[src/rtl/vbsc_chain.sv]
// rtl/vbsc_chain.sv - virtual boundary-scan chain driven by vjtag state strobes
module vbsc_chain #(
  parameter  int NUM_CELLS = 4,
  parameter  int IR_W      = 2,
  localparam int CHAIN_LEN = 3 * NUM_CELLS
) (
  input  logic                 tck,
  input  logic                 trst_n,
  input  logic                 tdi,
  output logic                 tdo,
  input  logic [IR_W-1:0]      ir_in,
  input  logic                 vjtag_cdr,
  input  logic                 vjtag_sdr,
  input  logic                 vjtag_udr,
  input  logic [NUM_CELLS-1:0] pin_in,
  input  logic [NUM_CELLS-1:0] core_oe,
  input  logic [NUM_CELLS-1:0] core_out,
  output logic [NUM_CELLS-1:0] pin_oe,
  output logic [NUM_CELLS-1:0] pin_out,
  output logic [NUM_CELLS-1:0] core_in,
  output logic                 upd_stb
);

  typedef enum logic [1:0] {
    INSTR_BYPASS  = 2'd0,
    INSTR_SAMPLE  = 2'd1,
    INSTR_EXTEST  = 2'd2,
    INSTR_BYPASS3 = 2'd3
  } instr_t;

  logic [CHAIN_LEN-1:0] r_sr;
  logic                 r_byp;
  logic                 r_udr_q;
  logic [NUM_CELLS-1:0] r_upd_in;
  logic [NUM_CELLS-1:0] r_upd_oe;
  logic [NUM_CELLS-1:0] r_upd_out;
  logic                 r_upd_stb;

  instr_t               w_instr;
  logic                 w_is_extest;
  logic                 w_is_bypass;
  logic                 w_udr_rise;

  // Only the two low IR bits select an instruction; wider IRs ignore the rest.
  assign w_instr     = instr_t'(ir_in[1:0]);
  assign w_is_extest = (w_instr == INSTR_EXTEST);
  assign w_is_bypass = (w_instr == INSTR_BYPASS) || (w_instr == INSTR_BYPASS3);
  assign w_udr_rise  = vjtag_udr & ~r_udr_q;

  // Pin mux: EXTEST hands the pins to the update registers, otherwise transparent.
  always_comb begin
    pin_oe  = core_oe;
    pin_out = core_out;
    core_in = pin_in;
    if (w_is_extest) begin
      pin_oe  = r_upd_oe;
      pin_out = r_upd_out;
      core_in = r_upd_in;
    end
  end

  // tdo is quiet outside shift-DR and shows the register the instruction selects.
  always_comb begin
    tdo = 1'b0;
    if (vjtag_sdr) begin
      tdo = w_is_bypass ? r_byp : r_sr[0];
    end
  end

  // Scan path: capture of post-mux pin values has priority over shifting.
  always_ff @(posedge tck or negedge trst_n) begin
    if (!trst_n) begin
      r_sr  <= '0;
      r_byp <= 1'b0;
    end else if (vjtag_cdr) begin
      for (int i = 0; i < NUM_CELLS; i++) begin
        r_sr[3*i]   <= pin_in[i];
        r_sr[3*i+1] <= pin_oe[i];
        r_sr[3*i+2] <= pin_out[i];
      end
      r_byp <= 1'b0;
    end else if (vjtag_sdr) begin
      r_sr  <= {tdi, r_sr[CHAIN_LEN-1:1]};
      r_byp <= tdi;
    end
  end

  // Update stage loads once per udr rising edge; BYPASS never touches the pins.
  always_ff @(posedge tck or negedge trst_n) begin
    if (!trst_n) begin
      r_udr_q   <= 1'b0;
      r_upd_in  <= '0;
      r_upd_oe  <= '0;
      r_upd_out <= '0;
      r_upd_stb <= 1'b0;
    end else begin
      r_udr_q   <= vjtag_udr;
      r_upd_stb <= 1'b0;
      if (w_udr_rise && !w_is_bypass) begin
        for (int i = 0; i < NUM_CELLS; i++) begin
          r_upd_in[i]  <= r_sr[3*i];
          r_upd_oe[i]  <= r_sr[3*i+1];
          r_upd_out[i] <= r_sr[3*i+2];
        end
        r_upd_stb <= 1'b1;
      end
    end
  end

  assign upd_stb = r_upd_stb;

endmodule

[config.mk]
export PLATFORM = sky130hd
export DESIGN_NAME = vbsc_chain
export DESIGN_NICKNAME = d
export VERILOG_FILES = /design/src/rtl/vbsc_chain.sv
export SDC_FILE = /design/constraint.sdc
export NUM_CORES = 1
export LEC_CHECK = 0
export CORE_MARGIN = 1
export CORE_UTILIZATION = 48
export CTS_BUF_LIST = sky130_fd_sc_hd__clkbuf_8
export DETAILED_ROUTE_END_ITERATION = 7
export MAX_ROUTING_LAYER = met4
export PLACE_DENSITY_LB_ADDON = 0.08
export SYNTH_ARGS = -nofsm -noshare
export SYNTH_HDL_FRONTEND = slang
export SYNTH_SLANG_ARGS = --single-unit
[constraint.sdc]
create_clock -name tck -period 1.8 [get_ports tck]
set_input_delay 0.18 -clock tck [delete_from_list [all_inputs] [get_ports tck]]
set_output_delay 0.18 -clock tck [all_outputs]
set_load 0.02 [all_outputs]
==> qor.yml <==
outcome:
  status: "finished, final reports clean"
sta:
  setup_viol: 0
  period_needed_ns: 1.74
  fin_skew_ns: 0.00717
  max_freq_ghz: 0.575
  period_share: 0.966
  grt_setup_unrepaired: "false"
  finalMaxSlewViolations: 0
  relSlewSlack: 0.774
  fin_ws_ns: 0.0606
  hold_violations: 0
  worst_slew_pin_slew_ns: 0.339
final_layout:
  syn2layout_area_growth_pct: 33.0
  nets: 155
  drive_above_1_share: 0.455
  post-route-util: 0.696
  antenna_cells: 0
  fin_cells: 162
  fillerInstances: 204
power:
  p_leak_nw: 0.793
  p_per_area_nw_per_um2: 916
  vdd_drop_max_v: 0.000623
  power_mw: 1.62
grt:
  grt_usage: 0.200
  grt_antenna_before_repair: 0
  grt_first_pass_wirelength_mm: 4.00
  grt_max_degree: 28
  overflow: 0
  grt_pass1_vias: 893
synth:
  avgSynthCellArea_um2: 14.5
  syn-instance-count: 92
  synth-seq-area-share: 0.507
  syn_area_um2: 1330
  synth_fp_nets: 114
  yosysUniqueCellTypes: 16
  synth-seq-cells: 27
  yosys_warnings: 0
die:
  die_w_um: 54.7
  die_y_um: 54.7
  ios: 34
  start_util: 0.524
  dieArea_um2: 2990
  core_area_um2: 2540
  rows: 18
clock_network:
  clkTransAtPathRegs_ns: 0.09
  cts.sinks: 27
  cts_hold_buf: 0
  cts_buffers: 3
  cts_tree: "yes"
  h-tree-depth: 1
  cts_buffer_depth: 2
  clk_latency_ns: 0.27
  root_buffer: "clkbuf_8"
route:
  wl_per_cell_um: 15.8
  drtIter0Drc: 3
  drt_wl_total_mm: 2.57
  vias: 866
  post-route-drc-count: 0
  routed_via_density: 5.35
  postRouteAntennaNets: 0
  firstDrtPassIters: 2
worst_setup_path:
  crit_fanout: 6
  r2r-end: "r_upd_in[1]"
  rrSetupSlack_ns: 0.56
  rr_worst_depth: 3
  end_kind: "primary output"
  worstSetupPathType: "in -> out"
  required_ns: 1.62
  start_kind: "input pin"
  reg2reg_from: "r_udr_q"
  critPathArrivalTime_ns: 1.56
placement:
  place_inst: 156
  place_congestion: 0.690
  io_buffer_count: 33
  hpwl_mm: 1.84
  preCtsSetupSlack_ns: -0.427
worst_hold_path:
  hold_path_class: "in -> async"
run:
  maxCapViolCount: 0
[flip-flops by register name (all words and copies together) (netlist names)]
| register | cells |
|---|---|
| r_sr | 12 |
| r_upd_in | 4 |
| r_upd_oe | 4 |
| r_upd_out | 4 |
| r_byp | 1 |
| r_udr_q | 1 |
| upd_stb | 1 |
[worst max-delay path by stage]
| stage | from | endpoint | cells past startpoint |
|---|---|---|---|
| after floorplan | ir_in[0] | r_upd_in[1] | 5 |
| after global placement | ir_in[1] | pin_oe[3] | 4 |
| after detailed placement | ir_in[1] | pin_oe[3] | 4 |
| after CTS | ir_in[0] | pin_oe[0] | 5 |
| after global routing | ir_in[0] | tdo | 6 |
| final | ir_in[0] | pin_oe[1] | 5 |
[critical path: stages]
cell,delay [ns]
clkdlybuf4s50_1,0.41
inv_2,0.10
ha_4,0.19
mux2_2,0.35
dlygate4sd2_1,0.32
[routing by layer]
metal | wire [um] | track usage | share of wire
met1 | 1140 | 0.240 | 0.44
met2 | 1300 | 0.331 | 0.51
met4 | 27 | 0.0769 | 0.011
met5 | 0 | - | 0
met3 | 101 | 0.0333 | 0.039
[report_power, final]
part | total (mW) | internal (mW) | switching (mW)
Sequential | 0.823 | 0.744 | 0.0788
Clock | 0.342 | 0.155 | 0.187
Combinational | 0.458 | 0.276 | 0.182
[placed cells by master (no fill, tap or decap), types with 2 or more instances in the layout]
master / netlist / layout
mux2_2: 35 / 35
dfrtp_1: 27 / 27
clkdlybuf4s50_1: 0 / 19
dlygate4sd2_1: 0 / 7
buf_4: 1 / 7
mux2i_1: 6 / 6
clkbuf_2: 0 / 5
mux2_4: 4 / 4
nand2_1: 4 / 4
o21ai_0: 4 / 4
clkbuf_8: 0 / 3
ha_4: 0 / 2
clkdlybuf4s15_1: 0 / 2
[metrics by stage]
stage	TNS, ns	hold WS, ns	instance area, um2
after CTS	0	0.271	1770
after global routing	0	0.303	1770
after floorplan	0	-0.116	1330
after global placement	-7.17	0.484	1720
after detailed placement	-8.20	0.490	1720
final	0	0.267	1770
[Yosys cell counts (all sizes together)]
cell type / instances / area [um2]
buf: 4 / 35.0
clkbuf: 1 / 3.75
nor2b: 1 / 6.26
o21ai: 4 / 20.0
dfrtp: 27 / 676
ha: 2 / 25.0
nor3b: 1 / 18.8
nand2: 4 / 15.0
inv: 1 / 3.75
nor2: 1 / 3.75
mux2i: 6 / 60.1
mux2: 40 / 465
[cells by family after synthesis]
kind of cell / after synthesis / synth area share
multiplexers: 46 / 0.394
buffers and inverters: 6 / 0.0319
AO/OA/AOI/OAI: 4 / 0.0150
AND/OR/NAND/NOR: 7 / 0.0329
flip-flops: 27 / 0.507
adder cells (fa/ha/maj): 2 / 0.0188
[what timing repair did]
action                                 in CTS  in global routing
setup buffers                               0                  2
setup endpoints to repair                  13                  8
resized for setup                          19                 12
endpoints found under the hold margin       0                  0
pin swaps                                   1                  0
[layout make-up]
| class | count | area, um2 | share of cell area |
|---|---|---|---|
| sequential | 27 | 676 | 0.381 |
| multi-input combinational | 59 | 639 | 0.361 |
| timing repair buffer | 41 | 369 | 0.208 |
| clock buffer | 3 | 41.3 | 0.0233 |
| tap | 30 | 37.5 | 0.0212 |
| clock inverter | 1 | 5.00 | 0.00282 |
| inverter | 1 | 3.75 | 0.00212 |
(Power assumes the default switching activity.)
==> patch 1: new RTL, same flow settings <==
Make the reset (`trst_n`) synchronous in 2 clocked blocks.
--- a/src/rtl/vbsc_chain.sv
+++ b/src/rtl/vbsc_chain.sv
@@ -68,7 +68,7 @@
   end
 
   // Scan path: capture of post-mux pin values has priority over shifting.
-  always_ff @(posedge tck or negedge trst_n) begin
+  always_ff @(posedge tck) begin
     if (!trst_n) begin
       r_sr  <= '0;
       r_byp <= 1'b0;
@@ -86,7 +86,7 @@
   end
 
   // Update stage loads once per udr rising edge; BYPASS never touches the pins.
-  always_ff @(posedge tck or negedge trst_n) begin
+  always_ff @(posedge tck) begin
     if (!trst_n) begin
       r_udr_q   <= 1'b0;
       r_upd_in  <= '0;
Behaviour: differs if trst_n is asserted again (counterexample within 4 cycles, from zero or initial values and one cycle with trst_n low); with trst_n held inactive, the same outputs for 10 cycles.
==> patch 1 against the original RTL <==
Critical path type unchanged. Synthesized area down 1.7%. Routed wire length is 7.2% higher. Final area down 1.8%. Final cell count grew 18%. Clock skew fell by 0.0031 ns. Largest cell class is now multi-input gates. Clock power shrank 4%. Sequential cell count did not move. Setup slack gained 0.010 ns. Global-route usage increased by 2.2 points. Total power decreased by 24%.
==> patch 1: results (changes against the original RTL) <==
* Slew Limit Headroom at 74.3% (was 77.4%)
* Met3 usage at 6.39% (was 3.33%)
* Pin count of the biggest net entering global routing at 17 (was 28)
* Library cells used by synthesis at 18 (was 16)
* Status: complete, no violations (unchanged)
* Via count at 1021 (was 866)
* Comb group at 264 uW (was 458 uW)
* Clock skew at 0.00408 ns (was 0.00717 ns)
* Sequential area share after synthesis at 41.3% (was 50.7%)
* DRT Wirelength at 2.75 mm (was 2.57 mm)
* Int Pwr at 923 uW (was 1170 uW)
* Detailed-route wire length on metal 1 at 1.16 mm (was 1.14 mm)
* Tot GR Track Use at 22.2% (was 20.0%)
* R2r startpoint: r_udr_q (unchanged)
* Nets@finish at 184 (was 155)
* Async set or reset register ratio after synthesis at 0% (was 100%)
* Synth top area cells: dfxtp_1, mux2i_1, mux2_2 (was dfrtp_1, mux2_2, mux2i_1)
* Fillers at 218 (was 204)
* Met2 usage at 36.4% (was 33.1%)
* Post-Syn Nets at 147 (was 114)
* Metal2 WL at 1.45 mm (was 1.30 mm)
* Leading post-synthesis cells by instance count: dfxtp_1, nand2_1, mux2i_1, mux2_2, o2bb2ai_1 (was mux2_2, dfrtp_1, mux2i_1)
* Hold WC Path Type: register to register (was input port to async pin)
* Met1 usage at 25.9% (was 24.0%)
* Commonest non-fill, non-tap cell in the layout: dfxtp_1 (was mux2_2)
* First-pass GRT wire length at 4.38 mm (was 4.00 mm)
* Detail Placement HPWL at 2.09 mm (was 1.84 mm)
[patch 1: repair_timing]
item | in CTS | in global routing
pin swaps | 1 | 0
resized for setup | 17 | 15
buffers inserted | 0 | 2
endpoints found under the setup margin | 13 | 13
[patch 1: worst max-delay path: stages]
cell and delay (ns):
clkdlybuf4s50_1 0.41, inv_2 0.10, ha_4 0.20, mux2_2 0.36, clkdlybuf4s15_1 0.29
[patch 1: cells by family after synthesis]
| logic type | after synthesis | synth area share [%] |
|---|---|---|
| buf+inv | 11 | 4.97 |
| flops | 27 | 41.3 |
| simple gates | 35 | 12.9 |
| compound gates | 12 | 8.41 |
| fa+ha+maj | 2 | 1.91 |
| mux | 38 | 30.6 |
[patch 1: cell type report]
cell class | instances | share of cell area (%)
flip-flops and latches | 27 | 31.1
multi-input cells | 87 | 41.9
well taps | 30 | 2.16
inverters | 1 | 0.216
repair buffers | 42 | 22.1
clock inverters | 1 | 0.216
clock buffers | 3 | 2.37
[patch 1: how the worst min path moves through the flow]
stage                         to  cells past startpoint  slack [ns]         start
finish              r_upd_out[2]                      2        0.46  r_upd_out[2]
global route         r_upd_in[1]                      2        0.49   r_upd_in[1]
CTS                  r_upd_in[1]                      2        0.46   r_upd_in[1]
detailed placement   r_upd_in[2]                      2        0.45   r_upd_in[2]
global placement    r_upd_out[2]                      2        0.44  r_upd_out[2]
floorplan                r_udr_q                      1        0.30     vjtag_udr
[patch 1: per-stage QoR]
step / utilization [%] / instances / cell area (um^2) / hold slack, ns / total power (uW)
floorplan: - / 125 / 1310 / 0.302 / 811
finish: 69.0 / 191 / 1740 / 0.461 / 1240
CTS: 68.4 / 189 / 1720 / 0.461 / 1250
detailed placement: 66.7 / 185 / 1680 / 0.449 / 929
global route: 69.0 / 191 / 1740 / 0.487 / 1300
global placement: 66.7 / 185 / 1680 / 0.439 / 922
==> patch 2: new RTL, same flow settings <==
Made on the original files. The parameter `NUM_CELLS` goes from 4 to 8.
--- a/src/rtl/vbsc_chain.sv
+++ b/src/rtl/vbsc_chain.sv
@@ -1,6 +1,6 @@
 // rtl/vbsc_chain.sv - virtual boundary-scan chain driven by vjtag state strobes
 module vbsc_chain #(
-  parameter  int NUM_CELLS = 4,
+  parameter  int NUM_CELLS = 8,
   parameter  int IR_W      = 2,
   localparam int CHAIN_LEN = 3 * NUM_CELLS
 ) (
Interface: changed (6 resized); port bits go from 34 to 58. No check against the original RTL was run, so the function may have changed too.
==> patch 2 against the original RTL <==
The flow now finishes with violations (negative hold slack). Routed wire length rose by 110%. Setup slack better by 0.16 ns. Clock power rose to 2.7 times the old value. Largest cell class unchanged. Sequential cell count is 24 higher. Highest routed layer unchanged. Synthesized area rose by 91%. Total power increased by 110%. Fmax grew 10%. Final area increased by 88%. Via count is 88% higher.
==> patch 2: results (changes against the original RTL) <==
* Layout cells sized above 1 at 53.4% (was 45.5%)
* Sequential area share after synthesis at 50.3% (was 50.7%)
* Worst-Margin Slew at 0.631 ns (was 0.339 ns)
* Num CTS Buffers at 5 (was 3)
* Placed Area at 3210 um^2 (was 1720 um^2)
* Final Hold Violating Endpoints at 51 (was 0)
* # H-tree levels at 2 (was 1)
* Clock skew at 0.00902 ns (was 0.00717 ns)
* Max FO, Critical Path at 5 (was 6)
* Tot GR Track Use at 21.7% (was 20.0%)
* Initial drt markers at 46 (was 3)
* Post-Syn Nets at 209 (was 114)
* Critical Path AT at 1.40 ns (was 1.56 ns)
* Vias/cell at 5.30 (was 5.35)
* Crit path from: ir_in[1] (was ir_in[0])
* Crit-path slowest cell: mux2_2 (was clkdlybuf4s50_1)
* Leak at 0.00149 uW (was 0.000793 uW)
* Synth top area cells: dfrtp_1, mux2_2, mux2_4 (was dfrtp_1, mux2_2, mux2i_1)
* Pin count of the biggest net entering global routing at 52 (was 28)
* First-pass GRT wire length at 8.50 mm (was 4.00 mm)
* Vias in the first global route at 1743 (was 893)
* Status: finished, violations left (was complete, no violations)
* Gp weighted congestion at 0.769 (was 0.690)
* Final cell count without fillers at 308 (was 162)
* Nets@finish at 271 (was 155)
* Max reg flops at 24 (was 12)
* Leading post-synthesis cells by instance count: mux2_2, dfrtp_1, mux2_4, mux2i_1 (was mux2_2, dfrtp_1, mux2i_1)
* Total placed cells including tap cells at 298 (was 156)
* Hold_ws at -0.0271 ns (was 0.267 ns)
* Clock Latency Late Sink at 0.31 ns (was 0.27 ns)
* VDD IR max at 0.686 mV (was 0.623 mV)
* Slowest stage delay, CP at 0.33 ns (was 0.41 ns)
* Failing checks: negative hold slack
* Fillers at 402 (was 204)
## patch 2: cell types whose count changed in the layout (fill, tap and decap cells not counted), moves of 9 or more
cell,change
dfrtp_1,+24
clkdlybuf4s50_1,+10
buf_6,+9
buf_2,+15
mux2_2,+35
## patch 2: cell type report
type                            count  share of cell area, %
Inverter                            1                  0.112
Tap cell                           70                   2.62
Clock buffer                        5                   2.06
Clock inverter                      3                   1.91
Sequential cell                    51                   38.2
Timing Repair Buffer               67                   19.8
Multi-Input combinational cell    111                   35.3
## patch 2: what timing repair did
item | 4_1_cts | 5_1_grt
setup endpoints to repair | 25 | 23
cloned | 1 | 0
setup buffers | 0 | 1
gates resized for setup | 104 | 17
## patch 2: layer usage
metal	wire, um	global-route usage (%)
met4	112	11.9
met1	2330	27.0
met5	0	-
met2	2610	33.2
met3	255	4.42
## patch 2: power by group
group	leakage, uW	switching, uW	total (uW)	internal [uW]
registers	0.000617	167	1580	1420
clock network	0.0000695	376	926	550
logic	0.000800	367	914	547
total	0.00149	909	3430	2520
## patch 2: worst paths after layout
path | depth (start not counted) | end | slack (ns)
max reg2reg | 3 | r_upd_in[3] | 0.49
min | 2 | r_upd_oe[0] | -0.03
max | 5 | core_in[3] | 0.22
min reg2reg | 1 | r_upd_in[2] | 0.51
max in group asynchronous | 2 | r_sr[10] | 1.40
min in group tck | 1 | r_udr_q | 0.36
## patch 2: cells by family (layout without fill, tap and decap cells)
family	count (synthesis)	in the layout	synth area share [%]
AO/OA/AOI/OAI	8	8	1.58
buffers and inverters	13	76	3.94
flip-flops	51	51	50.3
multiplexers	90	90	40.9
adder cells (fa/ha/maj)	2	2	0.986
AND/OR/NAND/NOR	11	11	2.32
## patch 2: stage by stage
stage                     TNS (ns)  total power [uW]  worst slack (ns)  utilization, %
final                            0              3430             0.223            65.3
after global routing             0              3600             0.181            65.3
after CTS                  -0.0197              3490          -0.00911            66.6
after detailed placement    -12.94              2550            -0.367            62.8
after global placement      -11.73              2500            -0.325            62.8
after floorplan                  0              2170             0.258               -
